### src/rtl/lca_pipe_pkg.sv
// Shared widths and per-stage control bundles for the LCA pipeline.
// Stage registers take CTRL_W = $bits(<stage>_ctrl_t).
package lca_pipe_pkg;

  localparam int LCA_WORD_W = 16;
  localparam int REG_ADDR_W = 3;

  typedef struct packed {
    logic pred_taken;
    logic fetch_ok;
  } if_id_ctrl_t;

  typedef struct packed {
    logic                  rf_we;
    logic                  mem_we;
    logic                  mem_re;
    logic [2:0]            alu_op;
    logic [REG_ADDR_W-1:0] rd;
  } id_rr_ctrl_t;

  typedef struct packed {
    logic                  rf_we;
    logic                  mem_we;
    logic                  mem_re;
    logic [2:0]            alu_op;
    logic                  b_sel;
    logic [REG_ADDR_W-1:0] rd;
  } rr_ex_ctrl_t;

  typedef struct packed {
    logic                  rf_we;
    logic                  mem_we;
    logic                  mem_re;
    logic [REG_ADDR_W-1:0] rd;
  } ex_mem_ctrl_t;

  typedef struct packed {
    logic                  rf_we;
    logic                  wb_sel;
    logic [REG_ADDR_W-1:0] rd;
  } mem_wb_ctrl_t;

  localparam int IF_ID_CTRL_W  = $bits(if_id_ctrl_t);
  localparam int ID_RR_CTRL_W  = $bits(id_rr_ctrl_t);
  localparam int RR_EX_CTRL_W  = $bits(rr_ex_ctrl_t);
  localparam int EX_MEM_CTRL_W = $bits(ex_mem_ctrl_t);
  localparam int MEM_WB_CTRL_W = $bits(mem_wb_ctrl_t);

  function automatic logic [1:0] occ_count(input logic a, input logic b);
    return {1'b0, a} + {1'b0, b};
  endfunction

endpackage

### src/rtl/pipeline_stage_reg_slot.sv
// pipeline_slot: one data+ctrl register with valid, load and clear.
// Control reads as zero whenever the slot is empty.
module pipeline_slot
  import lca_pipe_pkg::*;
#(
  parameter int                DATA_W     = 16,
  parameter int                CTRL_W     = 8,
  parameter logic [DATA_W-1:0] RESET_DATA = '0
) (
  input  logic              clk,
  input  logic              reset,
  input  logic              ld,
  input  logic              clr,
  input  logic [DATA_W-1:0] in_data,
  input  logic [CTRL_W-1:0] in_ctrl,
  output logic              valid,
  output logic [DATA_W-1:0] data,
  output logic [CTRL_W-1:0] ctrl
);

  logic              valid_d, valid_q;
  logic [DATA_W-1:0] data_d, data_q;
  logic [CTRL_W-1:0] ctrl_d, ctrl_q;

  always_comb begin
    valid_d = valid_q;
    data_d  = data_q;
    ctrl_d  = ctrl_q;
    if (clr) begin
      valid_d = 1'b0;
      ctrl_d  = '0;
    end else if (ld) begin
      valid_d = 1'b1;
      data_d  = in_data;
      ctrl_d  = in_ctrl;
    end
  end

  always_ff @(posedge clk) begin
    if (reset) begin
      valid_q <= 1'b0;
      data_q  <= RESET_DATA;
      ctrl_q  <= '0;
    end else begin
      valid_q <= valid_d;
      data_q  <= data_d;
      ctrl_q  <= ctrl_d;
    end
  end

  assign valid = valid_q;
  assign data  = data_q;
  assign ctrl  = valid_q ? ctrl_q : '0;

endmodule

### src/rtl/pipeline_stage_reg.sv
// Elastic inter-stage register: main + skid slot, valid/ready handshake.
// Flush is honoured only when LCA_PIPE_FLUSH_EN is defined.
module pipeline_stage_reg
  import lca_pipe_pkg::*;
#(
  parameter int                DATA_W     = 16,
  parameter int                CTRL_W     = 8,
  parameter logic [DATA_W-1:0] RESET_DATA = '0
) (
  input  logic              clk,
  input  logic              reset,
  input  logic              in_valid,
  output logic              in_ready,
  input  logic [DATA_W-1:0] in_data,
  input  logic [CTRL_W-1:0] in_ctrl,
  input  logic              flush,
  output logic              out_valid,
  input  logic              out_ready,
  output logic [DATA_W-1:0] out_data,
  output logic [CTRL_W-1:0] out_ctrl,
  output logic [1:0]        occupancy
);

  logic              main_v, skid_v;
  logic [DATA_W-1:0] skid_data;
  logic [CTRL_W-1:0] skid_ctrl;
  logic              main_ld, main_clr;
  logic              skid_ld, skid_clr;
  logic              main_from_skid;
  logic              accept, pop, flush_act;
  logic [DATA_W-1:0] main_src_data;
  logic [CTRL_W-1:0] main_src_ctrl;

`ifdef LCA_PIPE_FLUSH_EN
  assign flush_act = flush;
`else
  logic unused_flush;
  assign unused_flush = flush;
  assign flush_act    = 1'b0;
`endif

  assign in_ready  = !skid_v;
  assign out_valid = main_v;
  assign accept    = in_valid & in_ready;
  assign pop       = main_v & out_ready;
  assign occupancy = occ_count(main_v, skid_v);

  always_comb begin
    main_ld        = 1'b0;
    main_clr       = 1'b0;
    skid_ld        = 1'b0;
    skid_clr       = 1'b0;
    main_from_skid = 1'b0;
    if (flush_act) begin
      main_clr = 1'b0 | 1'b1;
      skid_clr = 1'b1;
    end else if (!main_v || (pop && !skid_v)) begin
      main_ld  = accept;
      main_clr = !accept;
    end else if (pop) begin
      // skid full implies in_ready was low, so no accept competes here
      main_ld        = 1'b1;
      main_from_skid = 1'b1;
      skid_clr       = 1'b1;
    end else if (accept) begin
      skid_ld = 1'b1;
    end
  end

  assign main_src_data = main_from_skid ? skid_data : in_data;
  assign main_src_ctrl = main_from_skid ? skid_ctrl : in_ctrl;

  pipeline_slot #(
    .DATA_W    (DATA_W),
    .CTRL_W    (CTRL_W),
    .RESET_DATA(RESET_DATA)
  ) u_main (
    .clk    (clk),
    .reset  (reset),
    .ld     (main_ld),
    .clr    (main_clr),
    .in_data(main_src_data),
    .in_ctrl(main_src_ctrl),
    .valid  (main_v),
    .data   (out_data),
    .ctrl   (out_ctrl)
  );

  pipeline_slot #(
    .DATA_W    (DATA_W),
    .CTRL_W    (CTRL_W),
    .RESET_DATA(RESET_DATA)
  ) u_skid (
    .clk    (clk),
    .reset  (reset),
    .ld     (skid_ld),
    .clr    (skid_clr),
    .in_data(in_data),
    .in_ctrl(in_ctrl),
    .valid  (skid_v),
    .data   (skid_data),
    .ctrl   (skid_ctrl)
  );

  a_no_orphan_skid: assert property (
    @(posedge clk) disable iff (reset) !(skid_v && !main_v)
  );

endmodule

### config.mk
export PLATFORM = sky130hd
export DESIGN_NAME = pipeline_stage_reg
export DESIGN_NICKNAME = d
export VERILOG_FILES = /design/src/rtl/lca_pipe_pkg.sv /design/src/rtl/pipeline_stage_reg_slot.sv /design/src/rtl/pipeline_stage_reg.sv
export SDC_FILE = /design/constraint.sdc
export NUM_CORES = 1
export LEC_CHECK = 0
export ABC_AREA = 1
export CORE_MARGIN = 10
export CORE_UTILIZATION = 45
export CTS_CLUSTER_SIZE = 25
export DETAILED_ROUTE_END_ITERATION = 8
export GPL_TIMING_DRIVEN = 0
export PLACE_DENSITY = 0.71
export REMOVE_ABC_BUFFERS = 1
export SYNTH_ARGS = -nofsm -noshare
export SYNTH_HDL_FRONTEND = slang
export SYNTH_SLANG_ARGS = --single-unit
### constraint.sdc
create_clock -name clk -period 3.2 [get_ports clk]
set_input_delay 0.64 -clock clk [delete_from_list [all_inputs] [get_ports clk]]
set_output_delay 0.64 -clock clk [all_outputs]
set_load 0.005 [all_outputs]
==> impl_metrics.env <==
export IMPL_clk_pin_slew_ps=80
export IMPL_crit_arrival_ps=2250
export IMPL_power_frac_seq_pct=52.9
export IMPL_drt_iter0_drc=130
export IMPL_cts_buffer_depth=2
export IMPL_status="finished, final reports clean"
export IMPL_die_y_um=93.4
export IMPL_hold_violations=0
export IMPL_max_stage_delay_ps=1070
export IMPL_seq_area_frac_synth_pct=41.2
export IMPL_drive_gt1_share_pct=3.86
export IMPL_synth_warnings=0
export IMPL_cts_tree="built"
export IMPL_p_leak_uw=0.00141
export IMPL_p_sw_share_pct=27.5
export IMPL_clock_power_share_pct=28.8
export IMPL_path_cells="ha_1 > clkdlybuf4s50_1"
export IMPL_grt_pass1_vias=2193
export IMPL_combPwrFrac_pct=18.3
export IMPL_p_per_area_nw_per_um2=440
export IMPL_placed_area_sq_um=2920
export IMPL_dp_hpwl_mm=3.76
export IMPL_cap_violations=0
export IMPL_htreeDepth=2
export IMPL_rr_endpoint="u_skid.ctrl_q[1]$_SDFFE_PP0P_"
export IMPL_hold_path_class="flop to flop"
export IMPL_layout_nets=443
export IMPL_routed_via_count=2368
export IMPL_worstPathMaxFanout=29
export IMPL_fp_coreArea_sq_um=5170
export IMPL_finalCriticalPeriod_ps=2890
export IMPL_hold_path_endpoint="u_skid.ctrl_q[7]$_SDFFE_PP0P_"
export IMPL_finalSetupViolCount=0
export IMPL_m1WireLength_mm=2.84
export IMPL_top_level_ports=57
export IMPL_synthDistinctLibCells=21
export IMPL_power_switching_uw=364
export IMPL_cts_sinks=50
export IMPL_diodes=0
export IMPL_cts_buffers=5
export IMPL_start_kind="flop"
export IMPL_port_buffers=55
export IMPL_path_delay_family="flip-flops"
export IMPL_drv_slew=0
export IMPL_clockRootBuffer="clkbuf_8"
export IMPL_async_reset_ff_share_pct=0
export IMPL_worst_pin_slew_ps=1260
export IMPL_rsz0062_at_grt="no"
export IMPL_dr_pass1_iters=4
export IMPL_ys_seq_elements=50
export IMPL_ant_nets=0
export IMPL_grt_pass1_wl_mm=10.2
export IMPL_hold_buffers=0
export IMPL_internal_power_uw=961
export IMPL_initial_core_util_pct=46.9
export IMPL_fmax_ghz=0.346
export IMPL_antenna_found_initial=0
export IMPL_totalWireLength_mm=6.08
export IMPL_stdcell_count=484
export IMPL_grt_overflow_total=0
export IMPL_dieArea_sq_um=8730
export IMPL_post_place_cells=476
export IMPL_r2r_start="u_skid.valid$_SDFFE_PP0P_"
export IMPL_vias_per_cell=4.89
export IMPL_ys_flop_type="dfxtp_1"
export IMPL_num_rows=26
export IMPL_die_w_um=93.4
export IMPL_rr_worst_depth=5
export IMPL_syn_inst=375
export IMPL_wl_per_cell_um=12.6
export IMPL_whs_ps=490
export IMPL_grt_max_degree=42
export IMPL_area_growth_syn_to_layout_pct=24.2
export IMPL_relSlewSlack_pct=16.3
export IMPL_min_from="u_skid.ctrl_q[7]$_SDFFE_PP0P_"
export IMPL_postLayoutCellArea_sq_um=3010
export IMPL_route_met3_wl_um=432
export IMPL_route_met2_wl_mm=2.77
export IMPL_cp_slowest_cell="dfxtp_1"
export IMPL_dr_max_layer_used="met4"
export IMPL_endpoint_kind="output port"
export IMPL_pre_cts_slack_ps=-410
export IMPL_cp_data_required_time_ps=2560
export IMPL_ir_drop_v=0.000222
export IMPL_fin_ws_ps=311
export IMPL_rrSetupSlack_ps=620
export IMPL_synth_cell_area_sq_um=2430
export IMPL_grt_use_total_pct=14.2
export IMPL_clock_skew_ps=5.55
export IMPL_fin_util_pct=58.3
export IMPL_drcViolationCount=0
export IMPL_holdPathStages=2
export IMPL_finalCritPeriodShare_pct=90.3
export IMPL_critPathBufInv=1
export IMPL_finalWeightedCongestion=0.807
export IMPL_synth_edf_count=0
export IMPL_postSynthAreaPerCell_sq_um=6.47
export IMPL_clk_latency_ps=300
export IMPL_crit_type="flop to output port"
==> worst max path at each step <==
| stage | start | end | slack (ps) | cells after the start |
|---|---|---|---|---|
| after floorplan | u_main.valid$_SDFFE_PP0P_ | u_main.data[0]$_SDFFE_PP0P_ | 1080 | 5 |
| after global placement | out_ready | u_main.data[6]$_SDFFE_PP0P_ | -400 | 6 |
| after detailed placement | out_ready | u_main.ctrl_q[2]$_SDFFE_PP0P_ | -410 | 6 |
| after CTS | u_main.valid$_SDFFE_PP0P_ | occupancy[0] | 80 | 2 |
| after global routing | out_ready | u_skid.ctrl_q[2]$_SDFFE_PP0P_ | 200 | 6 |
| final | u_skid.valid$_SDFFE_PP0P_ | occupancy[0] | 310 | 2 |
==> synthesized netlist by cell type, types with 2 or more instances <==
library cell / count / area, sq um
buf_6: 4 / 45.0
nand3_1: 9 / 45.0
nor2_1: 97 / 364
clkbuf_1: 6 / 22.5
o21ai_0: 21 / 105
o21ai_1: 3 / 15.0
buf_2: 11 / 55.1
inv_1: 36 / 135
nand2_1: 101 / 379
nand4_1: 24 / 150
inv_2: 2 / 7.51
buf_4: 3 / 22.5
dfxtp_1: 50 / 1000
==> cells by family (layout without fill, tap and decap cells) <==
group	Yosys count	count (layout)	share of synthesized area, %
AO/OA/AOI/OAI	26	26	5.41
adder cells (fa/ha/maj)	1	1	0.515
buffers and inverters	63	102	12.2
flip-flops	50	50	41.2
AND/OR/NAND/NOR	235	235	40.6
==> layout make-up <==
| class | count | area, sq um |
|---|---|---|
| fillers | 501 | 2160 |
| repair buffers | 55 | 549 |
| well taps | 70 | 87.6 |
| clock buffers | 7 | 86.3 |
| inverters | 39 | 151 |
| flip-flops and latches | 50 | 1000 |
| clock inverters | 1 | 5.00 |
| multi-input cells | 262 | 1130 |
==> state kept, by name, summed over array words and instances, names as in the netlist <==
signal and cells:
u_main.data 16, u_skid.ctrl_q 8, u_main.ctrl_q 8, u_skid.data 16
u_skid.valid 1, u_main.valid 1
==> cells in the final DEF (no fill, tap or decap) <==
| cell | count |
|---|---|
| dfxtp_1 | 49 |
| inv_1 | 36 |
| clkbuf_1 | 1 |
| clkinv_4 | 1 |
| a21oi_1 | 1 |
| nand3_1 | 9 |
| nand2_4 | 1 |
| dfxtp_2 | 1 |
| o21ai_0 | 21 |
| inv_2 | 2 |
| nand2_2 | 2 |
| nor2_8 | 1 |
| dlygate4sd2_1 | 1 |
| nand3_2 | 1 |
| a31oi_1 | 1 |
| ha_1 | 1 |
| nand2_1 | 100 |
| clkinv_2 | 1 |
| nand4_1 | 24 |
| nor2_1 | 97 |
| clkbuf_8 | 6 |
| o21ai_1 | 3 |
| clkdlybuf4s50_1 | 54 |
==> through the flow <==
stage | setup TNS [ps] | total power (uW)
floorplan | 0 | 829
global placement | -9580 | 956
detailed placement | -9910 | 961
CTS | 0 | 1340
global route | 0 | 1400
finish | 0 | 1330
==> layer usage <==
| layer | vias up | track usage (%) |
|---|---|---|
| li1 | 1227 | - |
| met1 | 1085 | 16.5 |
| met2 | 52 | 24.4 |
| met3 | 4 | 5.04 |
| met4 | 0 | 3.08 |
| met5 | - | 0 |
==> worst min-delay path, stage by stage (launching register included) <==
cell	delay, ps
dfxtp_1	330
nor2_1	50
nor2_1	80
==> power groups by stage <==
stage	clock network, uW	logic, uW	registers, uW
global route	418	278	707
CTS	391	247	700
floorplan	0	120	708
global placement	0	243	713
finish	382	242	701
detailed placement	0	246	715
==> repair_timing <==
| item | 4_1_cts | 5_1_grt |
|---|---|---|
| resized for setup | 1 | 0 |
| setup buffers | 0 | 0 |
| setup endpoints to repair | 24 | 0 |
Note: power is estimated with default switching activity, not from simulation.
